[config.mk]
export PLATFORM = sky130hd
export DESIGN_NAME = pe_ctx_seq
export DESIGN_NICKNAME = d
export VERILOG_FILES = /design/src/rtl/pe_ctx_seq.sv
export SDC_FILE = /design/constraint.sdc
export NUM_CORES = 1
export LEC_CHECK = 0
export BUFFER_PORTS_ARGS = -buffer_cell sky130_fd_sc_hd__buf_2
export CORE_ASPECT_RATIO = 1.75
export CORE_MARGIN = 5
export CORE_UTILIZATION = 61
export CTS_CLUSTER_SIZE = 20
export DETAILED_ROUTE_END_ITERATION = 10
export PLACE_DENSITY_LB_ADDON = 0.3
export SETUP_SLACK_MARGIN = 0.1
export SLEW_MARGIN = 20
export SYNTH_ARGS = -nofsm -noshare
export SYNTH_HDL_FRONTEND = slang
export SYNTH_SLANG_ARGS = --single-unit
[constraint.sdc]
create_clock -name clk -period 5.2 [get_ports clk]
set_input_delay 1.04 -clock clk [delete_from_list [all_inputs] [get_ports clk]]
set_output_delay 1.04 -clock clk [all_outputs]
set_load 0.01 [all_outputs]
[src/rtl/pe_ctx_seq.sv]
// pe_ctx_seq: context memory plus instruction sequencer for one PE.
// Contexts are loaded through a valid/ready port while idle. A start
// replays entries 0..len-1 once per iteration, one per cycle, then the
// PE is returned to NOP and a one-cycle done pulse is produced.
module pe_ctx_seq #(
  parameter int                INST_W   = 35,
  parameter int                AW       = 4,
  parameter int                DEPTH    = 16,
  parameter int                ITER_W   = 16,
  parameter logic [INST_W-1:0] NOP_INST = '0
) (
  input  logic              clk,
  input  logic              rst,
  input  logic              cfg_valid,
  output logic              cfg_ready,
  input  logic [AW-1:0]     cfg_addr,
  input  logic [INST_W-1:0] cfg_data,
  input  logic              start,
  input  logic [AW:0]       ctx_len,
  input  logic [ITER_W-1:0] iter_cnt,
  input  logic              stall,
  output logic [INST_W-1:0] inst,
  output logic              inst_valid,
  output logic [AW-1:0]     pc,
  output logic              busy,
  output logic              done
);

  localparam logic [AW:0]       LEN_MAX  = (AW+1)'(DEPTH);
  localparam logic [AW:0]       LEN_ONE  = (AW+1)'(1);
  localparam logic [AW:0]       LEN_ZERO = '0;
  localparam logic [AW-1:0]     PC_ONE   = AW'(1);
  localparam logic [ITER_W-1:0] ITER_ONE = ITER_W'(1);
  localparam logic [ITER_W-1:0] ITER_ZERO = '0;

  typedef enum logic [1:0] {
    S_IDLE = 2'd0,
    S_RUN  = 2'd1,
    S_FIN  = 2'd2
  } state_t;

  state_t              r_state;
  state_t              w_state_nxt;

  // Context storage; deliberately has no reset so contents survive rst.
  logic [INST_W-1:0]   r_mem [DEPTH];

  logic [AW:0]         r_len;
  logic [AW:0]         w_len_nxt;
  logic [ITER_W-1:0]   r_iter;
  logic [ITER_W-1:0]   w_iter_nxt;
  logic [AW-1:0]       r_pc;
  logic [AW-1:0]       w_pc_nxt;
  logic [INST_W-1:0]   r_inst;
  logic [INST_W-1:0]   w_inst_nxt;
  logic                r_inst_vld;
  logic                w_inst_vld_nxt;
  logic                r_done;
  logic                w_done_nxt;

  logic                w_cfg_we;
  logic [AW:0]         w_len_clamped;
  logic                w_last_ctx;
  logic                w_last_iter;

  // Writes are only taken while idle, so a run never sees its program change.
  assign w_cfg_we      = cfg_valid && (r_state == S_IDLE);

  // A length above the memory depth simply plays the whole memory.
  assign w_len_clamped = (ctx_len > LEN_MAX) ? LEN_MAX : ctx_len;

  // r_len is at least 1 whenever these are consulted (RUN only).
  assign w_last_ctx    = ({1'b0, r_pc} == (r_len - LEN_ONE));
  assign w_last_iter   = (r_iter == ITER_ONE);

  // Config port: write the addressed context entry when accepted.
  always_ff @(posedge clk) begin
    if (w_cfg_we) begin
      r_mem[cfg_addr] <= cfg_data;
    end
  end

  // Sequencer next state and next issue word.
  always_comb begin
    w_state_nxt    = r_state;
    w_len_nxt      = r_len;
    w_iter_nxt     = r_iter;
    w_pc_nxt       = r_pc;
    w_inst_nxt     = NOP_INST;
    w_inst_vld_nxt = 1'b0;
    w_done_nxt     = 1'b0;

    case (r_state)
      S_IDLE: begin
        if (start) begin
          w_len_nxt  = w_len_clamped;
          w_iter_nxt = iter_cnt;
          w_pc_nxt   = '0;
          // An empty program finishes immediately without leaving IDLE.
          if ((w_len_clamped == LEN_ZERO) || (iter_cnt == ITER_ZERO)) begin
            w_done_nxt = 1'b1;
          end else begin
            w_state_nxt = S_RUN;
          end
        end
      end

      S_RUN: begin
        // A stalled cycle issues a bubble and keeps pc/iter untouched so
        // the same context is issued once the stall lifts.
        if (!stall) begin
          w_inst_nxt     = r_mem[r_pc];
          w_inst_vld_nxt = 1'b1;
          if (w_last_ctx) begin
            w_pc_nxt   = '0;
            w_iter_nxt = r_iter - ITER_ONE;
            if (w_last_iter) begin
              w_state_nxt = S_FIN;
            end
          end else begin
            w_pc_nxt = r_pc + PC_ONE;
          end
        end
      end

      S_FIN: begin
        // Drain cycle: bubble on inst and raise done, stall has no effect.
        w_done_nxt  = 1'b1;
        w_state_nxt = S_IDLE;
      end

      default: begin
        w_state_nxt = S_IDLE;
      end
    endcase
  end

  // Control and output registers; active-low synchronous reset aborts a run.
  always_ff @(posedge clk) begin
    if (!rst) begin
      r_state    <= S_IDLE;
      r_pc       <= '0;
      r_inst     <= NOP_INST;
      r_inst_vld <= 1'b0;
      r_done     <= 1'b0;
    end else begin
      r_state    <= w_state_nxt;
      r_pc       <= w_pc_nxt;
      r_inst     <= w_inst_nxt;
      r_inst_vld <= w_inst_vld_nxt;
      r_done     <= w_done_nxt;
    end
  end

  // Run parameters are reloaded on every accepted start, so they need no reset.
  always_ff @(posedge clk) begin
    r_len  <= w_len_nxt;
    r_iter <= w_iter_nxt;
  end

  assign cfg_ready  = (r_state == S_IDLE);
  assign busy       = (r_state != S_IDLE);
  assign inst       = r_inst;
  assign inst_valid = r_inst_vld;
  assign pc         = r_pc;
  assign done       = r_done;

endmodule

# Word level (Yosys, flattened, before mapping)
# Memory sizes are Yosys's and may differ from the RTL's. A register that Yosys moved wholly into a read port is not among the register bits.
# Index checks and enable logic that the tools add are counted.
# totals
register_bits	29
latchBits	0
ram_bits	560
mem_bits_ro	0
wordCells	56
n_memories	1
# memory_table
memory	words	word_bits	read_ports	rd_clocked_by_memory_dff	wr	line_no	text
r_mem	16	35	1	1	1	46	logic [INST_W-1:0] r_mem [DEPTH];
# op_classes
n_addsub	3
n_mul	0
div_mod_pow	0
n_lt_le_gt_ge	1
eq_ne	9
shift	0
mux	21
bitwise	2
n_reduce_logical	13
# ops
operator	n
$mux W16	3
$pmux W16 S2	1
$eq A16 B1 Y1 const B	1
$logic_not A16 Y1	1
$sub A16 B1 Y16 const B	1
$mux W4	3
$mux W2	5
$ne A2 B2 Y1 const B	4
$pmux W4 S2	1
$eq A4 B5 Y1	1
$gt A5 B5 Y1 const B	1
$logic_not A5 Y1	1
$mux W1	5
$mux W5	1
$reduce_and A5 Y1	1
$sub A5 B1 Y5 const B	1
$add A4 B1 Y4 const B	1
$pmux W2 S2	1
$reduce_and A2 Y1	2
$reduce_and A4 Y1	1
$reduce_bool A2 Y1	2
$reduce_and A3 Y1	1
$reduce_or A3 Y1	1
$eq A2 B1 Y1 const B	1
7 further kinds	8

# Longest topological paths before layout
# Gate-level depths: netlist of the first run.
# logic_depth
depth_word	7
depth_mapped	8
mapped_depth_nobuf	7

# Least setup slack after synthesis of the first run
# Ideal clock, no wire load.
# synth_path
kind	input to register
from	in cfg_addr[1]
to	mem r_mem[0][0], enable pin
setup_ps	471
t_arrival_ps	3880
required_ps	4729
slack_ps	849
path_stages	2
n_path_buf	0
path_cell_list	or3_1 nor3_1
# synth_rtl
element	line_no	text
start, declared	16	input logic [AW-1:0] cfg_addr,
end, declared	46	
# Straight into the memory's write port.

# Worst setup path in the final report of the first run
# layout_path
from	reg r_pc[0], in the netlist pc[0]
to	out pc[0]
# layout_rtl
element	line_no	text
start, declared	52	logic [AW-1:0] r_pc;
start signal, assigned	148	r_pc <= w_pc_nxt;
end, declared	24	output logic [AW-1:0] pc,
# No word-level cell between the ends.

==> results of run 1 <==
[state kept, by name (all words and copies together), names as in the netlist]
name / cells
done: 1
inst: 35
inst_valid: 1
pc: 4
r_iter: 16
r_len: 5
r_mem: 560
r_state: 2
[kinds of logic (layout without fill, tap and decap cells)]
kind of cell	count (synthesis)	in the layout
DFF	624	624
muxes	175	175
other	0	2
buffers and inverters	60	232
xor gates and xnor gates	18	18
adders and majority gates	4	4
and+or+nand+nor	138	138
AOI/OAI and AO/OA	28	28
[worst register-to-register path: stages (launching register included)]
cell	delay, ps
dfxtp_4	950
buf_4	520
mux4_2	580
mux4_2	520
and3_1	200
[path summary, 6_finish.rpt]
path	slack, ps	cells after the start	startpoint	to
setup reg to reg	2330	4	pc[0]	inst[1]
hold reg to reg	560	2	r_state[1]	done
setup / recovery	2030	2	pc[0]	pc[0]
hold / removal	560	2	r_state[1]	done
[layout make-up]
cell class	count	area [um^2]	share of cell area, %
Antenna cell	2	5.005	0.01892
Multi-Input combinational cell	363	5166	19.53
Clock buffer	65	1359	5.137
Inverter	7	26.28	0.09933
Clock inverter	28	207.7	0.7852
Tap cell	485	606.8	2.294
Sequential cell	624	18320	69.26
Timing Repair Buffer	132	760.7	2.876
[metrics by stage]
stage	area [um^2]	instances	total power, mW	worst slack (ps)
6_report	26450	1706	9.625	2030
5_1_grt	26450	1705	9.932	1772
4_1_cts	26440	1704	9.686	1883
3_5_place_dp	24880	1611	6.073	2065
3_3_place_gp	24880	1611	6.057	2081
2_1_floorplan	23670	1047	5.911	848.9
[where the power goes]
part | leakage (nW) | internal, mW | total [mW] | switching (mW)
Combinational | 2.04 | 0.147 | 0.362 | 0.215
Sequential | 5.61 | 5.56 | 5.60 | 0.0411
Clock | 0.759 | 1.99 | 3.66 | 1.67
Total | 8.41 | 7.70 | 9.63 | 1.93
[synth_stat cells (all sizes together) (2+ instances only)]
library cell / n / area (um^2)
nor3b: 2 / 15.01
nand4b: 2 / 17.52
xor2: 5 / 43.79
a21oi: 5 / 25.02
o21ai: 16 / 80.07
nor2: 26 / 97.59
nor2b: 7 / 43.79
inv: 7 / 26.28
nor4: 7 / 43.79
nand4: 3 / 18.77
or3: 2 / 12.51
ha: 4 / 50.05
nand2: 23 / 86.33
xnor2: 13 / 113.9
mux4: 175 / 3941
or4: 2 / 15.01
dfxtp: 43 / 860.8
nand3: 6 / 30.03
clkbuf: 29 / 108.9
buf: 24 / 185.2
nor3: 14 / 70.07
edfxtp: 581 / 17450
nand2b: 4 / 25.02
and3: 35 / 219.0
[per-layer routing]
layer / up-vias / share of wire, % / global-route usage [%]
met5: - / 0.026 / 0
met4: 2 / 2.4 / 6.493
met3: 85 / 6.4 / 3.168
met2: 522 / 55 / 41.48
met1: 5885 / 37 / 30.22
li1: 4653 / - / -
[placed cells by master, fill, tap and decap left out, types with 15 or more instances in the layout]
| master | n |
|---|---|
| nand2_1 | 23 |
| dfxtp_1 | 39 |
| clkinv_1 | 16 |
| o21ai_0 | 15 |
| mux4_2 | 175 |
| buf_2 | 107 |
| clkbuf_16 | 51 |
| and3_1 | 35 |
| buf_4 | 22 |
| edfxtp_1 | 581 |
==> run metrics, run 1 <==
CTS Buf Count 50; setup total negative slack 0 ps; Synth Instances 1047; core area 38390 um^2; WL final 49.48 mm; outcome finished, final reports clean; Synth cell types 41; Peak Freq 0.3154 GHz; Min Hold Slack 562.2 ps; Site Rows 95; Adder-Cell Fraction of Synth Area 0.2114%; RSZ-0062 raised after global routing no; Simple-Gate Fraction of Synth Area 3.108%; initial antenna violation count 1; CTS clk-pin slew, worst paths 60 ps; Worst EP required 4160 ps; Initial Utilization 61.66%; Yosys Warn Count 0; Post-DRT Antenna Nets 0; routability cong. 0.8285; skew final 18.37 ps; crit path launch type flip-flop; critical path, cell by cell buf_12, buf_2; Root Driver clkbuf_16; max incr delay on CP 950 ps; layout overhead on the synthesized area 11.73%; Seq/Total Area, Yosys 77.33%; Vias 11150; ys flop type edfxtp_1; asr flop ratio synth 0%; Post-CTS Hold Fix Bufs 0; MaxCap Viol Count 0; Slowest cell on crit path dfxtp_4; die width 158.9 um; Pwr per Cell Area 363.9 nW/um^2; Port Buffers 107; peak supply drop 0.0002915 V; total gr overflow 0; main combinational cell family by area after synthesis multiplexers; Layout Utilization 68.90%; global-route usage over all layers 23.21%; leakage 8.408 nW; vias in the first global route 11740; clock buffer depth 3; layout cell share with drive strength beyond 1 32.49%; clk_lat worst skew 570 ps; drt wl/cell 29.00 um; post-synthesis register bit count 624; Via-to-Cell Ratio 6.534; Synthesized Nets 1116; Mapped Area 23670 um^2; Tmin final 3170 ps; Synth Area in Compound Gates 0.6818%; CP max FO 45; Layout fillers 2294; pin count of the biggest net entering global routing 78; Arrival @ worst endpoint 2130 ps; final hold vios 0; delay-heaviest family, CP flip-flops; Worst-Margin Slew 1003 ps; CTS resizes 0; Post-synth EDFFs 581; Worst Path Class, Setup reg -> out; final setup violation count 0; Final Cycle Share 60.96%; Slew HR 33.12%; IO Pins 108; Synth Area in XOR/XNOR 0.6659%; # nets final 1247; CTS H-tree lvls 2; CTS tree built; Setup Fix Bufs, Post-CTS 0; DRC viols 0; DIE HEIGHT 270.6 um; first-pass GRT wire length 74.69 mm; CP endpoint kind output pin; Hold Path Class reg -> reg; Post-DP HPWL 25.25 mm; # clock sinks 624; multiplexer share of the synthesized area 16.65%; Pre-antenna DRT Iters 5; WP buf/inv 2; DR iter-0 viols 1098; DIE AREA 43010 um^2; fin. max-slew vios 0; syn_area_per_cell 22.61 um^2
(Power assumes the default switching activity.)
==> run 2, diff against run 1 <==
Settings changed: CORE_UTILIZATION 61 to 55.
Clock period 5.2 ns to 2.9 ns, I/O delays scaled along.
==> run 2 against run 1 <==
  * Global-route usage shrank 1.2 points
  * Largest cell class unchanged
  * Sequential power grew 79%
  * Clock power grew 110%
  * Count of clock-buffer cells in the layout shrank 5
  * Sequential cell count is the same
  * Largest power group unchanged
  * Clock skew grew 5.1 ps
  * Sequential share of layout area shrank 2.0 points
  * Highest routed layer unchanged
  * Die area grew 10%
  * Worst setup slack lost 1500 ps
  * Worst hold slack lost 300 ps
  * Final area grew 2.9%
==> run metrics, run 2 (synthesis gave the netlist of run 1 again) <==
delay-heaviest family, CP simple AND/OR/NAND/NOR gates; Slowest cell on crit path edfxtp_1; Worst-Margin Slew 654.3 ps (-348.9 ps); Vias 11280 (+1.2%); Final Cycle Share 81.72%; Pre-antenna DRT Iters 5 (unchanged); CP max FO 5 (-89%); CTS resizes 0 (unchanged); # clock sinks 624 (unchanged); max incr delay on CP 460 ps (-490 ps); die width 166.8 um (+5.0%); skew final 23.51 ps (+5.148 ps); Port Buffers 107 (unchanged); routability cong. 0.7889 (-4.8%); Site Rows 100 (+5.3%); DR iter-0 viols 1177 (+7.2%); clk_lat worst skew 590 ps (+20 ps); Root Driver clkbuf_16; pin count of the biggest net entering global routing 57 (-27%); first-pass GRT wire length 77.32 mm (+3.5%); peak supply drop 0.0004426 V (+52%); outcome finished, final reports clean; Layout fillers 2836 (+24%); drt wl/cell 28.60 um (-1.4%); Arrival @ worst endpoint 2680 ps (+550 ps); Post-CTS Hold Fix Bufs 0 (unchanged); RSZ-0062 raised after global routing no; CTS Buf Count 53 (+6.0%); Peak Freq 0.4220 GHz; crit path launch type flip-flop; # nets final 1266 (+1.5%); leakage 8.714 nW (+3.6%); CTS H-tree lvls 2 (unchanged); Finished Cell Area 27230 um^2 (+2.9%); Reg with most FFs r_mem; Largest register FFs 560 (unchanged); MaxCap Viol Count 0 (unchanged); final hold vios 0 (unchanged); Tmin final 2370 ps; CTS tree built; clock buffer depth 3 (unchanged); setup total negative slack 0 ps (unchanged); total gr overflow 0 (unchanged); layout cell share with drive strength beyond 1 34.70% (+2.2 points); initial antenna violation count 6 (+5); fin. max-slew vios 0 (unchanged); cell area after placement 25280 um^2 (+1.6%); Initial Utilization 55.65% (-6.0 points); layout overhead on the synthesized area 15.02%; DIE HEIGHT 284.5 um (+5.1%); CP endpoint kind flip-flop; DIE AREA 47460 um^2 (+10%); critical path, cell by cell inv_1, ha_1, nor3b_1, nand3_1, nor4_1, xnor2_1, o21ai_0; Hold Path Class in -> reg; Post-DP HPWL 26.77 mm (+6.0%); CTS clk-pin slew, worst paths 70 ps (about the same); IO Pins 108 (unchanged); DRC viols 0 (unchanged); final setup violation count 0 (unchanged); commonest non-fill, non-tap cell in the layout edfxtp_1; Worst EP required 3210 ps (-950 ps); WL final 51.63 mm (+4.3%); Worst Path Class, Setup reg -> reg; Slew HR 56.38% (+23 points); Via-to-Cell Ratio 6.250 (-4.3%); WP buf/inv 1 (-1); core area 42540 um^2 (+11%); global-route usage over all layers 22.01% (-1.2 points); most frequent cells in the layout edfxtp_1 (581), mux4_2 (175), buf_2 (107); Setup Fix Bufs, Post-CTS 0 (unchanged); vias in the first global route 11820 (+0.72%); Post-DRT Antenna Nets 0 (unchanged); Pwr per Cell Area 680.9 nW/um^2 (+87%)
==> run 2: changes by cell type in the layout (fill, tap and decap cells not counted), sizes merged <==
cell,change
clkbuf,-5
clkinvlp,+4
buf,+16
clkinv,-2
bufinv,+10
==> run 2: per-layer routing <==
| layer | up-vias | GRT usage (%) | part of all wire, % |
|---|---|---|---|
| met1 | 6033 | 29.46 | 38 |
| met3 | 71 | 3.142 | 6.4 |
| met5 | - | 0 | 0.041 |
| met2 | 477 | 38.50 | 54 |
| met4 | 4 | 5.773 | 2.0 |
| li1 | 4697 | - | - |
==> run 2: metrics by stage <==
step | total power, mW | hold WS [ps] | util (%) | std cells | worst slack [ps]
finish | 18.54 | 266.4 | 64.01 | 1805 | 530.1
global route | 19.12 | 268.0 | 64.01 | 1805 | 387.1
CTS | 18.66 | 241.9 | 64.00 | 1803 | 548.8
detailed placement | 10.92 | 550.2 | 59.43 | 1703 | 587.4
global placement | 10.89 | 512.3 | 59.43 | 1703 | 596.1
floorplan | 10.60 | 495.8 | - | 1047 | -190.9
==> run 2: worst paths after layout <==
kind / from / endpoint / slack [ps] / depth (start not counted)
setup / recovery: r_iter[0] / r_iter[14] / 530 / 7
hold / removal: ctx_len[4] / r_len[4] / 270 / 1
setup reg to reg: r_iter[0] / r_iter[14] / 530 / 7
hold reg to reg: r_state[1] / done / 580 / 2
==> run 2: layout make-up <==
type	instances	area, um^2	area share [%]
well taps	561	701.9	2.578
inverters	7	26.28	0.09649
multi-input cells	363	5189	19.06
flip-flops and latches	624	18320	67.28
diodes	2	5.005	0.01838
repair buffers	148	1044	3.832
clock inverters	40	539.3	1.980
clock buffers	60	1405	5.160
==> run 2: worst register-to-register path: cells and delay by family, from the launching register on <==
family,cells,cell delay (ps)
simple gates,3,1070
compound gates,1,110
fa+ha+maj,1,190
xor+xnor,1,190
buf+inv,1,100
flops,1,460
==> run 2: power by group <==
group	leakage, nW	switching, mW	internal, mW
clock network	0.934	3.18	4.65
logic	2.17	0.410	0.280
registers	5.61	0.0576	9.97
total	8.71	3.64	14.9
